<file path="config.mk">
export PLATFORM = sky130hd
export DESIGN_NAME = circle_plot
export DESIGN_NICKNAME = d
export VERILOG_FILES = /design/src/rtl/circle_plot.sv
export SDC_FILE = /design/constraint.sdc
export NUM_CORES = 1
export LEC_CHECK = 0
export BUFFER_PORTS_ARGS = -buffer_cell sky130_fd_sc_hd__buf_4
export CAP_MARGIN = 20
export CORE_MARGIN = 5
export CORE_UTILIZATION = 25
export CTS_CLUSTER_SIZE = 30
export DETAILED_ROUTE_END_ITERATION = 10
export GPL_TIMING_DRIVEN = 1
export PLACE_DENSITY = 0.41
export SLEW_MARGIN = 0
export SYNTH_ARGS = -nofsm -noshare
export SYNTH_HDL_FRONTEND = slang
export SYNTH_SLANG_ARGS = --single-unit
</file>
<file path="constraint.sdc">
create_clock -name clk -period 3.65 [get_ports clk]
set_input_delay 0 -clock clk [delete_from_list [all_inputs] [get_ports clk]]
set_output_delay 0 -clock clk [all_outputs]
set_load 0.05 [all_outputs]
</file>
<file path="src/rtl/circle_plot.sv">
// Turns octant-step distances from the circle generator into absolute pixels
// around a centre, as a 4-point outline or as filled horizontal spans.
module circle_plot #(
  parameter int CORDW = 16
) (
  input  logic                    clk,
  input  logic                    rst,
  input  logic                    start,
  input  logic                    oe,
  input  logic                    fill,
  input  logic signed [CORDW-1:0] x0,
  input  logic signed [CORDW-1:0] y0,
  input  logic signed [CORDW-1:0] c_xa,
  input  logic signed [CORDW-1:0] c_ya,
  input  logic                    c_valid,
  input  logic                    c_done,
  output logic                    c_start,
  output logic                    c_oe,
  output logic signed [CORDW-1:0] x,
  output logic signed [CORDW-1:0] y,
  output logic                    drawing,
  output logic                    busy,
  output logic                    done
);

  typedef enum logic [3:0] {
    IDLE   = 4'd0,
    FETCH  = 4'd1,
    Q0     = 4'd2,
    Q1     = 4'd3,
    Q2     = 4'd4,
    Q3     = 4'd5,
    SPAN_T = 4'd6,
    SPAN_B = 4'd7,
    FIN    = 4'd8
  } state_t;

  state_t state, next_state;

  logic signed [CORDW-1:0] xc, yc;
  logic signed [CORDW-1:0] xa, ya;
  logic signed [CORDW-1:0] sx;
  logic signed [CORDW-1:0] span_last;
  logic signed [CORDW-1:0] px, py;
  logic                    fill_mode;
  logic                    src_done;
  logic                    emit;
  logic                    span_end;

  // Spans run from x0+xa up to x0-xa inclusive; compare with wrap-safe equality.
  assign span_last = xc - xa;
  assign span_end  = (sx == span_last);

  // State register.
  always_ff @(posedge clk) begin
    if (rst) begin
      state <= IDLE;
    end else begin
      state <= next_state;
    end
  end

  // Next-state, source handshake and the pixel belonging to the current state.
  always_comb begin
    next_state = state;
    c_oe       = 1'b0;
    emit       = 1'b0;
    px         = xc;
    py         = yc;
    case (state)
      IDLE: begin
        if (start) next_state = FETCH;
        else       next_state = IDLE;
      end
      FETCH: begin
        if (c_valid) begin
          c_oe = 1'b1;
          if (fill_mode) next_state = SPAN_T;
          else           next_state = Q0;
        end else if (src_done) begin
          next_state = FIN;
        end else begin
          next_state = FETCH;
        end
      end
      Q0: begin
        emit = 1'b1;
        px   = xc - xa;
        py   = yc + ya;
        if (oe) next_state = Q1;
        else    next_state = Q0;
      end
      Q1: begin
        emit = 1'b1;
        px   = xc - ya;
        py   = yc - xa;
        if (oe) next_state = Q2;
        else    next_state = Q1;
      end
      Q2: begin
        emit = 1'b1;
        px   = xc + xa;
        py   = yc - ya;
        if (oe) next_state = Q3;
        else    next_state = Q2;
      end
      Q3: begin
        emit = 1'b1;
        px   = xc + ya;
        py   = yc + xa;
        if (oe) next_state = FETCH;
        else    next_state = Q3;
      end
      SPAN_T: begin
        emit = 1'b1;
        px   = sx;
        py   = yc - ya;
        if (oe && span_end) next_state = SPAN_B;
        else                next_state = SPAN_T;
      end
      SPAN_B: begin
        emit = 1'b1;
        px   = sx;
        py   = yc + ya;
        if (oe && span_end) next_state = FETCH;
        else                next_state = SPAN_B;
      end
      FIN: begin
        next_state = IDLE;
      end
      default: begin
        next_state = IDLE;
      end
    endcase
  end

  // Datapath: latched operands, span cursor, registered pixel and status outputs.
  always_ff @(posedge clk) begin
    if (rst) begin
      xc        <= '0;
      yc        <= '0;
      xa        <= '0;
      ya        <= '0;
      sx        <= '0;
      fill_mode <= 1'b0;
      src_done  <= 1'b0;
      x         <= '0;
      y         <= '0;
      drawing   <= 1'b0;
      busy      <= 1'b0;
      done      <= 1'b0;
      c_start   <= 1'b0;
    end else begin
      c_start <= 1'b0;
      done    <= 1'b0;
      drawing <= 1'b0;

      if (state == IDLE && start) begin
        xc        <= x0;
        yc        <= y0;
        fill_mode <= fill;
        c_start   <= 1'b1;
        busy      <= 1'b1;
      end

      // A done from the source can land mid-span; remember it until FETCH runs dry.
      if (state == IDLE) begin
        if (start) src_done <= 1'b0;
      end else if (c_done) begin
        src_done <= 1'b1;
      end

      if (c_oe) begin
        xa <= c_xa;
        ya <= c_ya;
        sx <= xc + c_xa;
      end

      if (emit && oe) begin
        x       <= px;
        y       <= py;
        drawing <= 1'b1;
        if (state == SPAN_T || state == SPAN_B) begin
          if (span_end) sx <= xc + xa;
          else          sx <= sx + CORDW'(1);
        end
      end

      if (state == FIN) begin
        done <= 1'b1;
        busy <= 1'b0;
      end
    end
  end

endmodule
</file>
; ---- After elaboration in Yosys (flattened, before gate mapping)
; Index checks and enable logic that the tools add are counted.
[word_totals]
ff_bits = 122
inputBits = 71
out_inout_bits = 37
elab_cells = 72
[classes]
n_addsub = 10
eq_ne = 10
muxes = 26
reduce_logical = 12
[op_table]
columns = cell, count
row1 = adder 16 bit, 5
row2 = one-hot mux 16 bit (5 select lines), 1
row3 = two-way mux 16 bit, 4
row4 = one-hot mux 16 bit (4 select lines), 1
row5 = subtractor 16 bit, 4
row6 = one-hot mux 4 bit (8 select lines), 1
row7 = "adder 16 x 2 -> 16 bit, second input constant", 1
row8 = equality test 16 bit, 1
row9 = "equality test 4 x 3 -> 1 bit, second input constant", 4
row10 = two-way mux 1 bit, 13
row11 = two-way mux 3 bit, 4
row12 = "equality test 4 x 2 -> 1 bit, second input constant", 2
row13 = two-way mux 4 bit, 2
row14 = OR reduction 2 bit, 4
row15 = OR reduction 6 bit, 1
row16 = "equality test 4 x 1 -> 1 bit, second input constant", 1
row17 = "equality test 4 bit, second input constant", 1
row18 = zero test 4 bit, 1
row19 = logical AND 1 bit, 3
row20 = "inequality test 2 bit, second input constant", 1
row21 = AND reduction 2 bit, 1
row22 = nonzero test 2 bit, 1
row23 = logical OR 1 bit, 1

; ---- Depth between registers and ports, before layout
; Gate-level depths: netlist of run 1.
[logic_depth]
word_depth = 5
ltp_mapped = 19
mapped_depth_nobuf = 17

; ---- Worst setup path after synthesis of run 1
; Ideal clock, no wire load.
[synth_timing]
path_type = flip-flop to flip-flop
from = reg state[2]
to = reg y[15]
setup_time_ns = 0.086
arrival_time_ns = 3.941
t_required_ns = 3.564
setup_slack_ns = -0.376
path_stages_with_launch = 19
n_path_buf = 3
period_less_slack_ns = 4.026
cell_sequence = dfxtp_1 clkbuf_1 nor2b_1 and2_1 clkbuf_1 a21o_1 clkbuf_1 a222oi_1 a21oi_1 ha_1 a21o_1 a2111o_1 a21o_1 a21oi_1 o21bai_1 a21oi_1 o21ai_0 xnor2_1 a211oi_1
[synth_between]
elab_chain_len = 4
word_cells_on_any_way = 12
cone_classes = eq/ne (6) / mux (2) / reduce/logical (4)
[synth_rtl]
columns = element, line_no
row1 = from (decl), 38  ; state_t state, next_state;
row2 = from (signal assigned), 59  ; state <= next_state;
row3 = equality test 4 x 3 -> 1 bit / equality test 4 x 2 -> 1 bit (equally long branches), 70  ; case (state)
row4 = OR reduction 6 bit (no source line), -
row5 = two-way mux 1 bit, 70
row6 = logical AND 1 bit, 179  ; if (emit && oe) begin
row7 = to (signal assigned), 181  ; y <= py;
row8 = to (decl), 20  ; output logic signed [CORDW-1:0] y,
; Parallel ways exist; a longest one is shown, timed or not.
; A chain may end at the register's enable or synchronous reset.

; ---- Worst setup path after layout of run 1
[layout_timing]
from = reg xc[0]
to = reg sx[12]
[layout_between]
elab_chain_len = 5
word_cells_on_any_way = 8
cone_classes = add/sub (3) / eq/ne (1) / mux (4)
[layout_rtl]
columns = element, line_no
row1 = from (decl), 40  ; logic signed [CORDW-1:0] xc, yc;
row2 = from (signal assigned), 140  ; xc <= '0;
row3 = from (signal assigned), 159  ; xc <= x0;
row4 = subtractor 16 bit, 51  ; assign span_last = xc - xa;
row5 = equality test 16 bit, 52  ; assign span_end = (sx == span_last);
row6 = two-way mux 16 bit, 184  ; if (span_end) sx <= xc + xa;
row7 = two-way mux 16 bit, 183  ; if (state == SPAN_T || state == SPAN_B) begin
row8 = two-way mux 16 bit *, 179
row9 = to (signal assigned), 176  ; sx <= xc + c_xa;
row10 = to (signal assigned), 184
row11 = to (signal assigned), 185  ; else sx <= sx + CORDW'(1);
row12 = to (decl), 42  ; logic signed [CORDW-1:0] sx;
; Every way passes the cells marked *; elsewhere a longest branch is shown, timed or not.

==> results of run 1 <==
report_power, final:
group / internal (mW) / switching, mW / total [mW]
logic: 1.23 / 1.51 / 2.74
clock network: 1.03 / 0.703 / 1.74
registers: 1.42 / 0.0979 / 1.52
total: 3.68 / 2.31 / 6.00
state kept, by name, indices dropped and copies added (netlist names), 4 cells and up:
| name | cells |
|---|---|
| sx | 16 |
| x | 16 |
| xa | 16 |
| xc | 16 |
| y | 16 |
| ya | 16 |
| yc | 16 |
| state | 4 |
how the worst max path moves through the flow:
stage | cells past startpoint | from | end
after detailed placement | 14 | xc[0] | sx[12]
after floorplan | 19 | state[2] | y[14]
after global placement | 14 | xc[0] | sx[1]
after CTS | 17 | state[3] | y[15]
after global routing | 16 | xa[1] | y[15]
final | 14 | xc[0] | sx[12]
area by class of cell:
type / instances / share of cell area, %
inverters: 53 / 1.38
multi-input cells: 1140 / 52.0
flip-flops and latches: 122 / 17.0
clock buffers: 20 / 3.17
well taps: 525 / 4.55
clock inverters: 12 / 0.859
repair buffers: 375 / 21.0
routing by layer:
metal | wire (um) | part of all wire (%)
met1 | 21400 | 49
met4 | 1070 | 2.4
met3 | 2100 | 4.8
met5 | 0 | 0
met2 | 19100 | 44
layout by cell type, fill, tap and decap left out, drive strengths merged, types with 34 or more instances in the layout:
master       count
xor2            34
ha              79
inv             53
nor3            47
xnor2           74
a21oi          156
nand2          254
dfxtp          122
dlygate4sd3     75
nor2           111
o21ai           64
buf            300
metrics by stage:
| step | hold WS (ps) | std cells | cell area [um2] |
|---|---|---|---|
| after global placement | 248 | 2135 | 12700 |
| after CTS | 7.69 | 2244 | 14100 |
| after floorplan | 136 | 1410 | 10200 |
| after detailed placement | 258 | 2135 | 12700 |
| final | 93.8 | 2247 | 14400 |
| after global routing | 112 | 2247 | 14400 |
cells by family after synthesis:
| kind of cell | after synthesis |
|---|---|
| mux | 5 |
| buf+inv | 148 |
| fa+ha+maj | 84 |
| xor+xnor | 111 |
| flops | 122 |
| simple gates | 542 |
| compound gates | 398 |
timing repair:
action | CTS | global route
endpoints found under the hold margin | 71 | 0
hold buffers | 75 | 0
resized for setup | 22 | 68
pin swaps | 11 | 32
setup endpoints to repair | 27 | 34
setup buffers | 2 | 3
worst reg2reg max path: stages, from the launching register on:
cell and delay (ps):
dfxtp_2 330, inv_2 50, ha_4 150, fa_2 380, nand2b_4 160, a21oi_4 140, mux2i_1 90, or4_1 470
or4_4 540, nor4_4 300, o2111ai_2 210, buf_6 170, buf_12 160, a32oi_1 210, o31ai_1 90
==> impl_metrics.json, run 1 <==
{
  "reg2reg_to": "sx[12]",
  "r2r_cells": 14,
  "critical_path.startpoint_type": "flip-flop",
  "synth_mux_area_share_pct": 0.494,
  "reg2reg_from": "xc[0]",
  "setup_viol": 0,
  "irDropWorstVdd_uv": 342,
  "drive_gt1_share_pct": 24.0,
  "synth_cell_type_count": 69,
  "leakagePower_nw": 6.18,
  "crit_chain": "inv_2 -> ha_4 -> fa_2 -> nand2b_4 -> a21oi_4 -> mux2i_1 -> or4_1 -> or4_4 -> nor4_4 -> o2111ai_2 -> buf_6 -> buf_12 -> a32oi_1 -> o31ai_1",
  "worst-path-max-fanout": 30,
  "use_met1_pct": 27.6,
  "status": "complete, no violations",
  "netlist.area_leader.share_pct": 24.1,
  "cts_root_buffer": "clkbuf_16",
  "io_pins": 108,
  "grt_use_met2_pct": 29.8,
  "core_area_mm2": 0.0399,
  "routed_wl_mm": 43.7,
  "synth.area.top_cells": "dfxtp_1 (24%), ha_1 (9.7%), nand2_1 (9.4%)",
  "synth_top_family_by_area": "compound AO/OA/AOI/OAI gates",
  "start_util_pct": 25.4,
  "fin_crit_ps": 3580,
  "total_power_mw": 6.00,
  "p_per_area_mw_per_mm2": 416,
  "drtPass1Iterations": 6,
  "max_stage_delay_ps": 540,
  "tightest_slew_ps": 744,
  "clk-insertion-delay-late_ps": 450,
  "hpwl_mm": 34.7,
  "async_flop_share_pct": 0,
  "fillers": 4218,
  "grt_pass1_vias": 11000,
  "fin_skew_ps": 12.9,
  "netlist_top_cells_count": "nand2_1 (254), a21oi_1 (156), dfxtp_1 (122)",
  "htree_levels": 4,
  "critPathTopFamily": "simple AND/OR/NAND/NOR gates",
  "hp-class": "in -> reg",
  "finalHoldViolCount": 0,
  "die_y_um": 211,
  "syn_area_mm2": 0.0101,
  "slew_headroom_pct": 50.3,
  "antennaDiodeCount": 0,
  "ys_dominant_reg_cell": "dfxtp_1",
  "synth-seq-cells": 122,
  "synth_xor_xnor_area_share_pct": 10.0,
  "synth_compound_area_share_pct": 25.2,
  "path_class": "reg -> reg",
  "hold_depth": 4,
  "synth_area_per_cell_um2": 7.19,
  "yosysMostFrequentCell": "nand2_1",
  "rrSetupSlack_ps": 70,
  "drc": 0,
  "tns_ps": 0,
  "finalCritPeriodShare_pct": 98.1,
  "gr-max-usage-layer": "met2",
  "crit_arrival_ps": 3900,
  "maxCapViolCount": 0,
  "preCtsSetupSlack_ps": -390,
  "die_area_mm2": 0.0447,
  "syn-instance-count": 1410,
  "critPathRequiredTime_ps": 3970,
  "cts_buffer_depth": 2,
  "io_buffers": 107,
  "yosys.area_share.adder_pct": 10.7,
  "fp.dieW_um": 211,
  "finalMaxSlewViolations": 0,
  "drt.antenna.violating_nets": 0,
  "worstSetupEndpointType": "flip-flop",
  "area_growth_pct": 42.2,
  "timing.fmax_ghz": 0.279,
  "hold_path.startpoint": "oe",
  "cts_tree": "yes",
  "grt_setup_unrepaired": "true",
  "grt_pass1_wl_mm": 66.3,
  "synth_edf_count": 0,
  "final_nets": 1864,
  "multi_input_area_mm2": 0.00750,
  "globalRouteMet3Util_pct": 3.28,
  "cts_buffers": 17,
  "antenna_found_initial": 0,
  "path_buf_inv": 3,
  "avgViaCountPerCell": 4.96,
  "rows": 73,
  "seqCellArea_mm2": 0.00245,
  "cts.reportedPaths.clkPinSlew_ps": 60,
  "grt_overflow": 0,
  "yosysTopAreaCell": "dfxtp_1",
  "slowest_stage": "or4_4",
  "setup_ws_ps": 70.4,
  "ys_warn_count": 0,
  "gp_congestion": 0.879,
  "hold_end": "state[1]",
  "ys_seq_area_share_pct": 24.1,
  "drtIter0Drc": 654,
  "post-route-util_pct": 36.1,
  "clock-sinks": 122,
  "track_usage_pct": 19.3,
  "grt_max_degree": 99,
  "wl_per_cell_um": 19.5,
  "synth_nets": 1565,
  "yosys.area_share.simple_pct": 23.8,
  "via_count": 11100
}
Power figures use the tool's default switching activity.
==> run 2, diff against run 1 <==
--- a/config.mk
+++ b/config.mk
@@ -13,6 +13,7 @@
 export DETAILED_ROUTE_END_ITERATION = 10
 export GPL_TIMING_DRIVEN = 1
 export PLACE_DENSITY = 0.41
+export RECOVER_POWER = 100
 export SLEW_MARGIN = 0
 export SYNTH_ARGS = -nofsm -noshare
 export SYNTH_HDL_FRONTEND = slang
==> run 2 against run 1 <==
Against the previous run: die area unchanged; first-iteration DRC count increased by 5.5%; power decreased by 0.60%; count of clock-buffer cells in the layout unchanged; hold slack improved by 2.9 ps; sequential power about the same; via count increased by 0.17%; non-clock buffer count unchanged; register-to-register slack about the same; sequential share of layout area increased by 0.22 points; design area decreased by 1.3%; utilization decreased by 0.46 points.
==> impl_metrics.json, run 2 (same netlist as run 1, synthesis figures left out) <==
{
  "die_y_um": 211,
  "cts_buffers": 17,
  "fin_crit_ps": 3590,
  "antennaDiodeCount": 0,
  "start_util_pct": 25.4,
  "hpwl_mm": 34.7,
  "grt_max_degree": 99,
  "routed_wl_mm": 43.8,
  "final_common_cell": "nand2_1",
  "htree_levels": 4,
  "avgViaCountPerCell": 4.97,
  "rows": 73,
  "slew_headroom_pct": 8.30,
  "via_count": 11200,
  "grt_overflow": 0,
  "gp_congestion": 0.879,
  "timing.fmax_ghz": 0.279,
  "critPathTopFamily": "simple AND/OR/NAND/NOR gates",
  "status": "complete, no violations",
  "grt_setup_unrepaired": "true",
  "critPathRequiredTime_ps": 3960,
  "die_area_mm2": 0.0447,
  "preCtsSetupSlack_ps": -390,
  "finalMaxSlewViolations": 0,
  "critical_path.startpoint_type": "flip-flop",
  "routed.top_layer": "met4",
  "worst-path-max-fanout": 30,
  "wl_met2_mm": 19.1,
  "fillers": 4266,
  "slowest_stage": "or4_4",
  "wl_met1_mm": 21.4,
  "cts_root_buffer": "clkbuf_16",
  "antenna_found_initial": 0,
  "cts_buffer_depth": 2,
  "finalCritPeriodShare_pct": 98.4,
  "setup_viol": 0,
  "clock-sinks": 122,
  "leakagePower_nw": 6.00,
  "hp-class": "in -> reg",
  "cts_tree": "yes",
  "crit_arrival_ps": 3910,
  "io_pins": 108,
  "clk-insertion-delay-late_ps": 450,
  "fp.dieW_um": 211,
  "setup_ws_ps": 59.5,
  "final_nets": 1864,
  "core_area_mm2": 0.0399,
  "maxCapViolCount": 0,
  "wl_per_cell_um": 19.5,
  "drt.antenna.violating_nets": 0,
  "io_buffers": 107,
  "drive_gt1_share_pct": 21.3,
  "cts.reportedPaths.clkPinSlew_ps": 60,
  "path_buf_inv": 3,
  "p_per_area_mw_per_mm2": 419,
  "finalHoldViolCount": 0,
  "tightest_slew_ps": 1380,
  "area_growth_pct": 40.4,
  "drtPass1Iterations": 5,
  "path_class": "reg -> reg",
  "track_usage_pct": 19.3,
  "drc": 0,
  "worstSetupEndpointType": "flip-flop",
  "drtIter0Drc": 690,
  "wl_met3_mm": 2.24,
  "grt_pass1_vias": 11000,
  "tns_ps": 0,
  "grt_pass1_wl_mm": 66.3,
  "max_stage_delay_ps": 540,
  "fin_skew_ps": 12.2,
  "irDropWorstVdd_uv": 341,
  "crit_chain": "inv_2 -> ha_4 -> fa_2 -> nand2b_4 -> a21oi_4 -> mux2i_1 -> or4_1 -> or4_4 -> nor4_4 -> o2111ai_2 -> buf_6 -> buf_12 -> a32oi_1 -> o31ai_1",
  "layout_common_cells": "nand2_1 (252), buf_4 (247), a21oi_1 (145)"
}
-- run 2: cell count changes in the layout (fill, tap and decap cells not counted), sizes merged --
cell    before  now
buf        300  251
clkbuf      20   69
-- run 2: area by class of cell --
cell class / count / area [um2] / area share, %
Tap cell: 525 / 657 / 4.61
Timing Repair Buffer: 375 / 2870 / 20.1
Clock buffer: 20 / 457 / 3.21
Multi-Input combinational cell: 1140 / 7490 / 52.6
Inverter: 53 / 199 / 1.40
Clock inverter: 12 / 124 / 0.870
Sequential cell: 122 / 2450 / 17.2
-- run 2: worst paths after layout --
kind,cells past startpoint,to,slack (ps),start
max,14,sx[12],60,xc[0]
min reg2reg,2,y[7],450,y[7]
min,4,state[1],100,oe
max reg2reg,14,sx[12],60,xc[0]
-- run 2: what timing repair did --
item,CTS,global route
hold buffers,75,0
buffers inserted,2,3
pin swaps,11,32
hold endpoints to repair,71,0
endpoints found under the setup margin,27,34
gates resized for setup,22,68
-- run 2: metal layers --
metal | track usage (%) | vias up
li1 | - | 5582
met4 | 5.84 | 0
met2 | 29.8 | 296
met5 | 0 | -
met1 | 27.6 | 5226
met3 | 3.28 | 54
-- run 2: stage by stage --
stage / total power [mW] / cell area, um2 / util (%) / hold WS (ps) / instances
finish: 5.96 / 14200 / 35.7 / 96.7 / 2247
floorplan: 3.13 / 10200 / - / 136 / 1410
global route: 6.35 / 14200 / 35.7 / 112 / 2247
global placement: 4.10 / 12700 / 31.8 / 248 / 2135
CTS: 5.97 / 14100 / 35.4 / 7.69 / 2244
detailed placement: 4.11 / 12700 / 31.8 / 258 / 2135
-- run 2: where the power goes --
part | switching, mW | total, mW | internal, mW
sequential | 0.0965 | 1.52 | 1.42
combinational | 1.51 | 2.71 | 1.20
clock | 0.699 | 1.73 | 1.03
-- run 2: worst min-delay path: cells and delay by family --
kind / cells / cell delay, ps
AND/OR/NAND/NOR: 2 / 290
buffers and inverters: 1 / 140
AO/OA/AOI/OAI: 1 / 70
